File: src/rtl/tick_divider_pkg.sv
// Shared constants and helpers for the tick_divider clock-enable generator.
package tick_divider_pkg;

    // Default counter / divisor width
    localparam int unsigned CNT_W_DEF    = 18;

    // Reset divisor: 2^17 gives a 763 Hz tick at 100 MHz
    localparam int unsigned DIV_INIT_DEF = 131072;

    // Divisor for a 4-digit display scan
    localparam int unsigned DISPLAY_DIV  = 65536;

    // Divisors of 0 and 1 both mean "tick every cycle"
    function automatic int unsigned eff_div(input int unsigned div);
        return (div < 2) ? 1 : div;
    endfunction

endpackage

File: src/rtl/tick_div_ch.sv
// One tick_divider channel: counter, active divisor, pending divisor and registered tick.
// The square-wave flop exists only when SQUARE_OUT_EN is defined; otherwise sq is tied to 0.
module tick_div_ch
    import tick_divider_pkg::*;
#(
    parameter int unsigned CNT_W    = CNT_W_DEF,
    parameter int unsigned DIV_INIT = DIV_INIT_DEF
) (
    input  logic             clk_fast,
    input  logic             rst,
    input  logic             run,
    input  logic             sync_clr,
    input  logic             wr_en,
    input  logic [CNT_W-1:0] wr_div,
    output logic             tick,
    output logic             sq
);

    logic [CNT_W-1:0] cnt_q, cnt_d;
    logic [CNT_W-1:0] div_q, div_d;
    logic [CNT_W-1:0] pend_q, pend_d;
    logic             pend_vld_q, pend_vld_d;
    logic             tick_q, tick_d;

    logic [CNT_W-1:0] d_eff;
    logic [CNT_W-1:0] last;
    logic             wrap;
    logic             load;

    // Next-state: count, wrap, and pending-divisor hand-over
    always_comb begin
        d_eff      = CNT_W'(eff_div(32'(div_q)));
        last       = d_eff - CNT_W'(1);
        wrap       = run && (cnt_q == last);
        // A new divisor only takes effect where the count restarts from 0
        load       = pend_vld_q && (!run || sync_clr || wrap);

        cnt_d      = '0;
        tick_d     = 1'b0;
        div_d      = div_q;
        pend_d     = pend_q;
        pend_vld_d = pend_vld_q;

        if (run && !sync_clr) begin
            if (wrap) begin
                tick_d = 1'b1;
            end else begin
                cnt_d = cnt_q + CNT_W'(1);
            end
        end

        if (load) begin
            div_d      = pend_q;
            pend_vld_d = 1'b0;
        end

        // A write coinciding with a load lands in pend for the following wrap
        if (wr_en) begin
            pend_d     = wr_div;
            pend_vld_d = 1'b1;
        end
    end

    // Channel state registers
    always_ff @(posedge clk_fast or posedge rst) begin
        if (rst) begin
            cnt_q      <= '0;
            div_q      <= CNT_W'(DIV_INIT);
            pend_q     <= CNT_W'(DIV_INIT);
            pend_vld_q <= 1'b0;
            tick_q     <= 1'b0;
        end else begin
            cnt_q      <= cnt_d;
            div_q      <= div_d;
            pend_q     <= pend_d;
            pend_vld_q <= pend_vld_d;
            tick_q     <= tick_d;
        end
    end

    assign tick = tick_q;

`ifdef SQUARE_OUT_EN
    logic sq_q;

    // Toggle alongside each tick; holds while the channel is idle
    always_ff @(posedge clk_fast or posedge rst) begin
        if (rst) begin
            sq_q <= 1'b0;
        end else begin
            sq_q <= sq_q ^ tick_d;
        end
    end

    assign sq = sq_q;
`else
    assign sq = 1'b0;
`endif

endmodule

File: src/rtl/tick_divider.sv
// Multi-channel programmable clock-enable generator. Emits one-cycle tick pulses on clk_fast.
// Optional square-wave outputs are built when SQUARE_OUT_EN is defined.
module tick_divider
    import tick_divider_pkg::*;
#(
    parameter int unsigned N_CH     = 4,
    parameter int unsigned CNT_W    = CNT_W_DEF,
    parameter int unsigned DIV_INIT = DIV_INIT_DEF,
    localparam int unsigned CH_W    = (N_CH > 1) ? $clog2(N_CH) : 1
) (
    input  logic             clk_fast,
    input  logic             rst,
    input  logic [N_CH-1:0]  run,
    input  logic             sync_clr,
    input  logic             wr_en,
    input  logic [CH_W-1:0]  wr_ch,
    input  logic [CNT_W-1:0] wr_div,
    output logic [N_CH-1:0]  tick,
    output logic [N_CH-1:0]  sq_out
);

    logic            rst_meta_q;
    logic            rst_sync_q;
    logic [N_CH-1:0] wr_sel;

    // Reset synchroniser: asserts immediately, releases on one common edge for all channels
    always_ff @(posedge clk_fast or posedge rst) begin
        if (rst) begin
            rst_meta_q <= 1'b1;
            rst_sync_q <= 1'b1;
        end else begin
            rst_meta_q <= 1'b0;
            rst_sync_q <= rst_meta_q;
        end
    end

    // Write decode; an out-of-range channel index selects nothing
    always_comb begin
        wr_sel = '0;
        for (int i = 0; i < int'(N_CH); i++) begin
            wr_sel[i] = wr_en && (int'(wr_ch) == i);
        end
    end

    // One channel per run bit; sync_clr fans out to all of them
    for (genvar g = 0; g < int'(N_CH); g++) begin : gen_ch
        tick_div_ch #(
            .CNT_W    (CNT_W),
            .DIV_INIT (DIV_INIT)
        ) u_ch (
            .clk_fast (clk_fast),
            .rst      (rst_sync_q),
            .run      (run[g]),
            .sync_clr (sync_clr),
            .wr_en    (wr_sel[g]),
            .wr_div   (wr_div),
            .tick     (tick[g]),
            .sq       (sq_out[g])
        );
    end

endmodule

File: config.mk
export PLATFORM = sky130hd
export DESIGN_NAME = tick_divider
export DESIGN_NICKNAME = d
export VERILOG_FILES = /design/src/rtl/tick_divider_pkg.sv /design/src/rtl/tick_div_ch.sv /design/src/rtl/tick_divider.sv
export SDC_FILE = /design/constraint.sdc
export NUM_CORES = 1
export LEC_CHECK = 0
export CAP_MARGIN = 20
export CORE_MARGIN = 2
export CORE_UTILIZATION = 35
export DETAILED_ROUTE_END_ITERATION = 8
export DONT_BUFFER_PORTS = 1
export GPL_ROUTABILITY_DRIVEN = 0
export GPL_TIMING_DRIVEN = 0
export PLACE_DENSITY = 0.58
export SLEW_MARGIN = 10
export SYNTH_ARGS = -nofsm -noshare
export SYNTH_HDL_FRONTEND = slang
export SYNTH_SLANG_ARGS = --single-unit
File: constraint.sdc
create_clock -name clk_fast -period 19.4 [get_ports clk_fast]
set_input_delay 4.85 -clock clk_fast [delete_from_list [all_inputs] [get_ports clk_fast]]
set_output_delay 4.85 -clock clk_fast [all_outputs]
set_load 0.02 [all_outputs]
**Word level (Yosys, flattened, before mapping)**

Index checks and enable logic that the tools add are counted.

- Flip-flop bits (word level): 226
- Output and inout port bits: 8
- Logic and storage cells: 103

- $add $sub $neg: 8
- Order comparisons: 4
- Eq/ne operators: 7
- Multiplexer cells: 28
- Reduce and logical (&&, ||, !) cells: 34

Operators with widths:

| operator | number |
|---|---|
| $mux W18 | 12 |
| $add A18 B1 Y18 const B | 4 |
| $eq A18 B18 Y1 | 4 |
| $lt A18 B2 Y1 const B | 4 |
| $sub A18 B1 Y18 const B | 4 |
| $logic_and A1 B1 Y1 | 16 |
| $mux W1 | 16 |
| $logic_or A1 B1 Y1 | 8 |
| $reduce_bool A2 Y1 | 4 |
| $logic_not A1 Y1 | 5 |
| $eq A2 B2 Y1 const B | 2 |
| $eq A2 B1 Y1 const B | 1 |
| $logic_not A2 Y1 | 1 |

**Logic depth before layout (Yosys ltp)**

- Word-level depth: 9
- Mapped depth: 17

**Cells and area by module**

Synthesis repeated with hierarchy kept, for this count alone.

- Cells, all modules: 1,100
- Area total of the unflattened synthesis: 12,294.3 µm²

By module, submodules not included:

| module | instances | cells an instance | area each (µm²) |
|---|---|---|---|
| tick_div_ch | 4 | 273 | 3,049.2 |
| tick_divider | 1 | 8 | 97.6 |

**Worst setup path after synthesis**

OpenSTA, ideal clock, no wires.

- Path type: input to register
- From: in run[1]
- To: reg gen_ch[1].u_ch.div_q[0]
- Arrival time: 6.624 ns
- Required time: 19.275 ns
- Setup slack: 12.651 ns
- Stages on the path: 8
- Path buffers: 1
- Cell sequence: nand3_1 -> nor4_1 -> o2111a_1 -> nand4_1 -> a2111oi_1 -> o21ai_1 -> buf_2 -> mux2_2

- Word-level cells in the longest chain between the ends: 4

RTL lines:

| what | line | RTL |
|---|---|---|
| start, declared | tick_divider.sv:13 | `input logic [N_CH-1:0] run,` |
| $logic_not A1 Y1 | tick_div_ch.sv:36 | `load = pend_vld_q && (!run \|\| sync_clr \|\| wrap);` |
| $logic_or A1 B1 Y1 | tick_div_ch.sv:36 |  |
| $logic_or A1 B1 Y1 (*) | tick_div_ch.sv:36 |  |
| $logic_and A1 B1 Y1 (*) | tick_div_ch.sv:36 |  |
| end signal, assigned | tick_div_ch.sv:68 | `div_q <= CNT_W'(DIV_INIT);` |
| end signal, assigned | tick_div_ch.sv:74 | `div_q <= div_d;` |
| end, declared | tick_div_ch.sv:20 | `logic [CNT_W-1:0] div_q, div_d;` |

Mark *: on every way between the ends. The rest lies on a longest branch, timed or not.
A chain may end at the register's enable or synchronous reset.

**Worst setup path in the final report**

- From: in run[1]
- To: reg gen_ch[1].u_ch.div_q[3]

Same word-level chain as after synthesis.

==> reports/results.tsv <==
stage	metric	value	unit
routing	DR pass1 iterations	4	
floorplan	initial core utilization	35.3	%
logic_synthesis	Synth Cell Area	11800	µm²
cts	CTS H-tree lvls	1	
logic_synthesis	multiplexer area fraction after synthesis	15.1	%
routing	drt via density	5.09	
timing	unrepaired setup endpoints after global routing	no	
floorplan	area of the core	33400	µm²
routing	Routed WL per cell	16.5	µm
timing	crit share post-route	35.3	%
timing	Slew HR	39.4	%
setup_path	worst-path maximum fanout	10	
setup_path	CP arrival	7.26	ns
timing	Setup-failing EPs final	0	
logic_synthesis	Syn Inst Count	1060	
routing	routed vias	7928	
global_routing	first-pass GRT wire length	42800	µm
cts	clock root buffer	clkbuf_16	
floorplan	die span in y	187	µm
routing	antenna-violating nets left	0	
logic_synthesis	Synth Area in Simple Gates	16.7	%
setup_path	crit end category	register	
global_routing	GRT Util Overall	14.9	%
cts	CTS Buffer Depth	3	
layout	NumNets Final	1128	
cts	CTS Buf Count	24	
logic_synthesis	EDFF count, synth	0	
cts	post-cts repair resize count	0	
cts	post-CTS setup buffers	0	
global_routing	antenna violations before repair	1	
logic_synthesis	Ys Warns	0	
setup_path	Worst R2R Start	gen_ch[1].u_ch.div_q[6]	
hold_path	hold crit path type	register to asynchronous set/reset pin	
timing	Clock Skew	0.00675	ns
setup_path	Reg2Reg Depth	14	
place	Area after DPL	12400	µm²
cts	Clock Sinks	226	
run_status	status	finished, final reports clean	
timing	actual slew at the worst max-slew pin	0.903	ns
logic_synthesis	xor-xnor portion of the synthesized cell area	10.9	%
setup_path	Reg-to-Reg End	gen_ch[1].u_ch.div_q[3]	
cts	clock-pin slew on the worst setup and hold paths	0.06	ns
logic_synthesis	register area share after synthesis	48.1	%
routing	initial drt markers	408	
logic_synthesis	Yosys reg bits	226	
floorplan	Top-Level Pins	36	
global_routing	vias in the first global route	7910	
timing	Tmin final	6.85	ns
power	P_leak	0.00543	µW
power	total power	1500	µW
routing	total wire length	25700	µm
floorplan	Chip Width	187	µm
logic_synthesis	asr flop ratio synth	100	%
place	Port Buf Inserts	0	
logic_synthesis	post-synthesis cell type count	82	
run	max-cap violations	0	
power	Cell Pwr Density	113	nW/µm²
global_routing	GRT overflow	0	
setup_path	critical path class	input port to register	
logic_synthesis	Avg Cell Area, Syn	11.1	µm²
timing	Slew Viols, Final	0	
layout	share of cells above drive strength 1	19.8	%
logic_synthesis	Synth Area in Compound Gates	5.52	%
place	HPWL Detailed	18100	µm
setup_path	Critical Path RT	19.81	ns
logic_synthesis	post-synthesis adder-cell area fraction	0.850	%
timing	total negative setup slack	0	ns
cts	CTS tree	done	
logic_synthesis	ys flop type	dfrtp_1	
routing	# DRC	0	
timing	Fmax	146	MHz
floorplan	die area	35100	µm²
setup_path	CP startpoint kind	input port	
layout	area of all placed cells without fillers	13300	µm²
cts	hold_buf cts	0	
setup_path	r2r setup slk	14.57	ns
global_routing	largest net degree at the start of global routing	82	
power	Max rail drop VDD	0.0703	mV
timing	Final Hold Fails	0	
floorplan	Std-Cell Rows	67	
cts	worst skew pair latency	0.52	ns
logic_synthesis	largest family of logic cells by synthesized area	simple AND/OR/NAND/NOR gates	
layout	Area growth syn-to-layout	12.5	%
-- cell type report --
class                   count  area [µm²]
diodes                      1        2.50
well taps                 448         561
clock buffers              39         728
repair buffers              2        55.1
multi-input cells         768        5800
fillers                  3270       20100
inverters                  27         109
plain buffers              43         228
flip-flops and latches    226        5670
clock inverters             5         100
-- cell usage in the layout (no fill, tap or decap), drive strengths merged, types with 6 or more instances in the layout --
| cell type | Yosys | layout |
|---|---|---|
| nor4 | 25 | 25 |
| nor3 | 31 | 31 |
| nand3 | 44 | 44 |
| ha | 8 | 8 |
| mux2 | 145 | 145 |
| or3 | 10 | 10 |
| mux2i | 7 | 7 |
| xor2 | 71 | 71 |
| inv | 27 | 27 |
| dfstp | 10 | 10 |
| o21ai | 17 | 17 |
| and3 | 21 | 21 |
| dfrtp | 216 | 216 |
| nor2b | 6 | 6 |
| buf | 22 | 24 |
| clkbuf | 21 | 60 |
| xnor2 | 73 | 73 |
| or4 | 13 | 13 |
| nand2 | 41 | 41 |
| a21oi | 12 | 12 |
| nand4 | 13 | 13 |
| nand2b | 13 | 13 |
| nor2 | 122 | 122 |
-- how the worst max path moves through the flow --
stage | start | to | slack [ns] | cells after the start
after detailed placement | run[1] | gen_ch[1].u_ch.div_q[0] | 12.04 | 8
after global placement | rst_sync_q | gen_ch[3].u_ch.pend_vld_q | 10.40 | 1
after floorplan | run[1] | gen_ch[1].u_ch.div_q[0] | 12.65 | 8
after global routing | run[1] | gen_ch[1].u_ch.div_q[3] | 12.22 | 8
after CTS | run[1] | gen_ch[1].u_ch.div_q[9] | 12.58 | 8
final | run[1] | gen_ch[1].u_ch.div_q[3] | 12.55 | 8
-- registers in the layout (all words and copies together), names as in the netlist --
| signal | cells |
|---|---|
| gen_ch.u_ch.div_q | 72 |
| gen_ch.u_ch.pend_q | 72 |
| gen_ch.u_ch.tick | 4 |
| rst_meta_q | 1 |
| gen_ch.u_ch.cnt_q | 72 |
| rst_sync_q | 1 |
| gen_ch.u_ch.pend_vld_q | 4 |
-- kinds of logic (layout without fill, tap and decap cells) --
family | after synthesis | count (layout)
XOR/XNOR | 145 | 145
AO/OA/AOI/OAI | 87 | 87
multiplexers | 152 | 152
AND/OR/NAND/NOR | 371 | 371
flip-flops | 226 | 226
other | 1 | 6
adder cells (fa/ha/maj) | 8 | 8
buffers and inverters | 70 | 116
-- where the power goes --
part / total, µW / switching, µW / internal (µW) / leakage (µW)
registers: 663 / 102 / 561 / 0.00284
logic: 352 / 168 / 184 / 0.00219
clock network: 481 / 186 / 295 / 0.000405
-- metrics by stage --
stage	hold slack (ns)	utilization [%]	worst slack, ns	std cells
2_1_floorplan	0.345	-	12.65	1064
3_3_place_gp	0.346	37.0	10.40	1512
3_5_place_dp	0.324	37.2	12.04	1514
4_1_cts	0.331	39.7	12.58	1558
5_1_grt	0.350	39.7	12.22	1558
6_report	0.292	39.7	12.55	1559
-- synthesized netlist by cell type (all sizes together) (3+ instances only) --
library cell / instances / area share [%]
nor4: 25 / 1.8
o21ai: 17 / 0.82
nand4b: 4 / 0.30
and4: 3 / 0.22
nor4b: 4 / 0.42
ha: 8 / 0.85
o31a: 4 / 0.30
xnor2: 73 / 5.4
mux2i: 7 / 0.59
and2: 5 / 0.27
clkbuf: 21 / 0.67
a2111oi: 4 / 0.36
buf: 22 / 1.3
and3: 21 / 1.1
or4: 13 / 0.86
or3: 10 / 0.53
nand4: 13 / 0.69
o41ai: 3 / 0.22
a31oi: 5 / 0.27
nand3: 44 / 1.9
nor3: 31 / 1.3
o21ba: 3 / 0.25
a21oi: 12 / 0.51
nor2b: 6 / 0.32
o22ai: 3 / 0.16
nand2b: 13 / 0.69
a211oi: 3 / 0.19
dfstp: 10 / 2.2
or2: 3 / 0.16
o211ai: 3 / 0.19
nand3b: 4 / 0.25
nor2: 122 / 3.9
xor2: 71 / 5.3
mux2: 145 / 14
nand2: 41 / 1.3
nor3b: 3 / 0.19
o21a: 4 / 0.25
inv: 27 / 0.86
dfrtp: 216 / 46
-- routing by layer --
metal | wire [µm] | GRT usage, % | up-vias
li1 | - | - | 3810
met1 | 12500 | 21.7 | 3988
met3 | 1360 | 3.17 | 30
met4 | 490 | 3.24 | 0
met2 | 11300 | 22.8 | 100
met5 | 0 | 0 | -
-- critical path: stages --
cell	delay (ns)
nand3_1	0.05
nor4_1	0.29
o2111a_1	0.23
nand4_1	0.08
a2111oi_1	0.66
o21ai_1	0.46
buf_2	0.34
mux2_2	0.29
No activity file was read; power rests on OpenSTA's default activity.
==> patch 1 (same flow settings) <==
Set the package constant `CNT_W_DEF` to 36 (it was 18).
--- a/src/rtl/tick_divider_pkg.sv
+++ b/src/rtl/tick_divider_pkg.sv
@@ -2,7 +2,7 @@
 package tick_divider_pkg;
 
     // Default counter / divisor width
-    localparam int unsigned CNT_W_DEF    = 18;
+    localparam int unsigned CNT_W_DEF    = 36;
 
     // Reset divisor: 2^17 gives a 763 Hz tick at 100 MHz
     localparam int unsigned DIV_INIT_DEF = 131072;
Interface: changed (resized wr_div); port bits go from 36 to 54. No check against the original RTL was run, so the function may have changed too.
==> patch 1 against the unedited design <==
- register-to-register slack got worse by 890 ps
- area after synthesis rose by 85%
- setup slack got worse by 250 ps
- routed wire length rose by 110%
- sequential cell count rose by 184
- power rose by 84%
- final area rose by 85%
- global-route usage rose by 2.5 points
- critical path depth did not move
==> patch 1: results <==
{
  "status": "finished, final reports clean",
  "clock_latency_ps": 590,
  "route.detailed.wl_per_inst_um": 18.4,
  "final.fill_count": 5898,
  "clock_skew_ps": 15.3,
  "use_met1": 0.222,
  "drive_gt1_frac": 0.168,
  "min_path_type": "register to register",
  "cp.arrival_ps": 7550,
  "synth_common_cells": "400 x dfrtp_1, 245 x nor2_1, 185 x mux2_2",
  "h-tree-depth": 2,
  "yosysSeqAreaShare": 0.472,
  "synth_cell_types": 78,
  "grt_max_degree": 117,
  "use_met3": 0.0279,
  "clkTransAtPathRegs_ps": 60,
  "slew_headroom": 0.344,
  "ys_warn_count": 0,
  "drtIter0Drc": 1106,
  "avgViaCountPerCell": 5.26,
  "grt_pass1_wl_um": 87900,
  "dp_hpwl_um": 40100,
  "critPathMaxStageDelay_ps": 540,
  "track_usage": 0.174,
  "final_core_util": 0.398,
  "antenna_cells": 0,
  "nets": 2142,
  "top_regs": "gen_ch.u_ch.cnt_q x144, gen_ch.u_ch.div_q x128, gen_ch.u_ch.pend_q x128",
  "p_leak_uw": 0.00974,
  "cts_made_buffers": 44,
  "drtPass1Iterations": 5,
  "antenna_found_initial": 0,
  "grt_pass1_vias": 15600,
  "ir_drop_mv": 0.0561,
  "use_met2": 0.291
}
[patch 1: critical path: cells and delay by family]
family | cells | cell delay [ps]
AND/OR/NAND/NOR | 4 | 1140
AO/OA/AOI/OAI | 2 | 520
buffers and inverters | 2 | 1040
[patch 1: per-stage QoR]
step	setup slack (ps)	hold slack, ps	area, µm²	instances
finish	12300	355	24500	2960
global route	12220	358	24500	2960
CTS	12340	357	24500	2959
detailed placement	11700	348	22900	2878
global placement	3790	347	22800	2875
floorplan	7760	345	21800	2038
[patch 1: path summary, 6_finish.rpt]
check	cells after the start	slack, ps	from	endpoint
worst max-delay path	8	12300	run[3]	gen_ch[3].u_ch.cnt_q[33]
worst min-delay path	0	350	rst_meta_q	rst_sync_q
worst max register to register	15	13680	gen_ch[3].u_ch.div_q[20]	gen_ch[3].u_ch.cnt_q[33]
worst min register to register	0	350	rst_meta_q	rst_sync_q
max in group asynchronous	1	15200	rst	rst_sync_q
min in group asynchronous	1	370	rst_sync_q	gen_ch[1].u_ch.cnt_q[0]
[patch 1: area by class of cell]
class                      count  area share
clock buffer                  61      0.0529
timing repair buffer           4     0.00357
buffer                        91      0.0166
tap                          837      0.0427
sequential                   410       0.419
clock inverter                20      0.0134
inverter                      29     0.00474
multi-input combinational   1508       0.447
[patch 1: where the power goes]
part           switching, µW  total, µW  internal (µW)
combinational            308        617            309
clock                    363        939            576
sequential               185       1190           1010
[patch 1: logic make-up after synthesis]
family,Yosys count,synth area share
AOI/OAI and AO/OA,163,0.0537
xor gates and xnor gates,295,0.119
adders and majority gates,8,0.00460
buffers and inverters,120,0.0238
DFF,410,0.472
muxes,270,0.144
other,1,0.000172
and+or+nand+nor,767,0.182
[patch 1: routing by layer]
layer  part of all wire  vias to the layer above
met5                  0                        -
met4              0.043                        0
met3              0.045                      118
met2               0.48                      330
met1               0.44                     7751
li1                   -                     7361
==> patch 2 (same flow settings) <==
Made on the original files. Add an input register stage for `run`, `sync_clr`, `wr_en`, `wr_ch` and `wr_div`, with the module's reset; this delays them by one clock.
--- a/src/rtl/tick_divider.sv
+++ b/src/rtl/tick_divider.sv
@@ -19,6 +19,28 @@
     output logic [N_CH-1:0]  sq_out
 );
 
+    logic [N_CH-1:0] run_q;
+    logic sync_clr_q;
+    logic wr_en_q;
+    logic [CH_W-1:0] wr_ch_q;
+    logic [CNT_W-1:0] wr_div_q;
+
+    always_ff @(posedge clk_fast or posedge rst) begin
+        if (rst) begin
+            run_q      <= '0;
+            sync_clr_q <= '0;
+            wr_en_q    <= '0;
+            wr_ch_q    <= '0;
+            wr_div_q   <= '0;
+        end else begin
+            run_q      <= run;
+            sync_clr_q <= sync_clr;
+            wr_en_q    <= wr_en;
+            wr_ch_q    <= wr_ch;
+            wr_div_q   <= wr_div;
+        end
+    end
+
     logic            rst_meta_q;
     logic            rst_sync_q;
     logic [N_CH-1:0] wr_sel;
@@ -38,7 +60,7 @@
     always_comb begin
         wr_sel = '0;
         for (int i = 0; i < int'(N_CH); i++) begin
-            wr_sel[i] = wr_en && (int'(wr_ch) == i);
+            wr_sel[i] = wr_en_q && (int'(wr_ch_q) == i);
         end
     end
 
@@ -50,10 +72,10 @@
         ) u_ch (
             .clk_fast (clk_fast),
             .rst      (rst_sync_q),
-            .run      (run[g]),
-            .sync_clr (sync_clr),
+            .run      (run_q[g]),
+            .sync_clr (sync_clr_q),
             .wr_en    (wr_sel[g]),
-            .wr_div   (wr_div),
+            .wr_div   (wr_div_q),
             .tick     (tick[g]),
             .sq       (sq_out[g])
         );
Check against the original RTL: not equivalent (Yosys sat finds a counterexample within 10 cycles, from zero or initial values and one cycle with rst high).
==> patch 2 against the unedited design <==
- synthesized cell count increased by 16%
- routed wire length increased by 16%
- final area increased by 10%
- area after synthesis increased by 10%
- core utilization increased by 0.21 points
- power increased by 5.6%
- setup slack improved by 940 ps
- combinational power decreased by 7.1%
- sequential cell count increased by 26
- register-to-register slack got worse by 130 ps
- cell count increased by 12%
- fmax increased by 16%
- critical path type is now register to output port
- largest power group unchanged
==> patch 2: results <==
{
  "status": "finished, final reports clean",
  "met2_length_um": 13100,
  "path_delay_family": "flip-flops",
  "yosys-top-cells-area": "dfrtp_1 47%, mux2_2 10%, xnor2_1 4.7%, xor2_1 4.2%, nor2_1 3.9%",
  "crit_start": "gen_ch[1].u_ch.tick",
  "r2r_end": "gen_ch[1].u_ch.cnt_q[16]",
  "dp_hpwl_um": 20900,
  "p_leak_uw": 0.00582,
  "route.detailed.wl_per_inst_um": 17.0,
  "drive_gt1_frac": 0.165,
  "cp.arrival_ps": 1060,
  "wl_met1_um": 14700,
  "final.fill_count": 3641,
  "synth_cell_types": 72,
  "ir_drop_mv": 0.0744,
  "critPathMaxStageDelay_ps": 360,
  "grt_max_degree": 114,
  "route.met3.wl_um": 1340,
  "clock_latency_ps": 550,
  "cpMaxStageDelayCell": "dfrtp_1",
  "grt_pass1_wl_um": 49000,
  "antenna_found_initial": 2,
  "dr_total_vias": 9280,
  "r2r_start": "gen_ch[1].u_ch.div_q[13]",
  "min_path_type": "register to register",
  "drtIter0Drc": 467,
  "yosysSeqAreaShare": 0.486,
  "drtPass1Iterations": 5,
  "clock_skew_ps": 12.9,
  "cts_made_buffers": 27,
  "worstPathMaxFanout": 1,
  "grt_pass1_vias": 9102,
  "crit_end": "tick[1]"
}
==> patch 2: cell types whose count changed after synthesis, sizes merged, moves of 14 or more <==
cell | before | now
nand2 | 41 | 84
dfrtp | 216 | 242
and2 | 5 | 28
clkbuf | 21 | 42
mux2 | 145 | 127
o311ai | 2 | 19
a221oi | 2 | 18
nor2 | 122 | 136
==> patch 2: logic make-up (layout without fill, tap and decap cells) <==
kind of cell,after synthesis,count (layout),synth area share
adder cells (fa/ha/maj),8,8,0.00769
other,1,6,0.000288
AO/OA/AOI/OAI,151,151,0.0868
XOR/XNOR,134,134,0.0913
buffers and inverters,86,138,0.0293
multiplexers,132,132,0.117
flip-flops,252,252,0.486
AND/OR/NAND/NOR,462,462,0.182
==> patch 2: worst min-delay path by stage <==
stage,slack [ps],depth (start not counted),start,end
6_report,350,0,rst_meta_q,rst_sync_q
2_1_floorplan,350,0,rst_meta_q,rst_sync_q
5_1_grt,370,0,rst_meta_q,rst_sync_q
4_1_cts,360,0,rst_meta_q,rst_sync_q
3_5_place_dp,350,0,rst_meta_q,rst_sync_q
3_3_place_gp,350,0,rst_meta_q,rst_sync_q
==> patch 2: worst register-to-register path, stage by stage (launching register included) <==
cell and delay (ps):
dfrtp_1 440, or4_1 560, nor3b_1 540, a31oi_1 280, ha_1 320, nor3b_1 220
a21o_1 230, a21oi_1 150, a41oi_1 60, nor4_1 300, o211ai_1 170, clkbuf_1 270
o21ai_1 770, clkbuf_1 430, nor2_1 110
==> patch 2: final cells by class <==
cell class,instances,share of cell area
repair buffers,3,0.00411
plain buffers,57,0.0187
well taps,468,0.0401
diodes,1,0.000171
inverters,29,0.00796
flip-flops and latches,252,0.432
clock inverters,8,0.00959
multi-input cells,892,0.433
clock buffers,41,0.0546
==> patch 2: layer usage <==
layer / track usage / vias to the layer above
li1: - / 4447
met1: 0.227 / 4600
met2: 0.242 / 192
met3: 0.0264 / 41
met4: 0.0365 / 0
met5: 0 / -
==> patch 2: power by group <==
part	total [µW]	switching, µW	leakage (µW)	internal (µW)
combinational	327	160	0.00225	167
sequential	708	98.1	0.00311	610
clock	544	209	0.000464	335
==> patch 2: stage by stage <==
| step | instances | area [µm²] |
|---|---|---|
| floorplan | 1230 | 13000 |
| global placement | 1698 | 13600 |
| detailed placement | 1700 | 13700 |
| CTS | 1749 | 14600 |
| global route | 1751 | 14600 |
| finish | 1751 | 14600 |
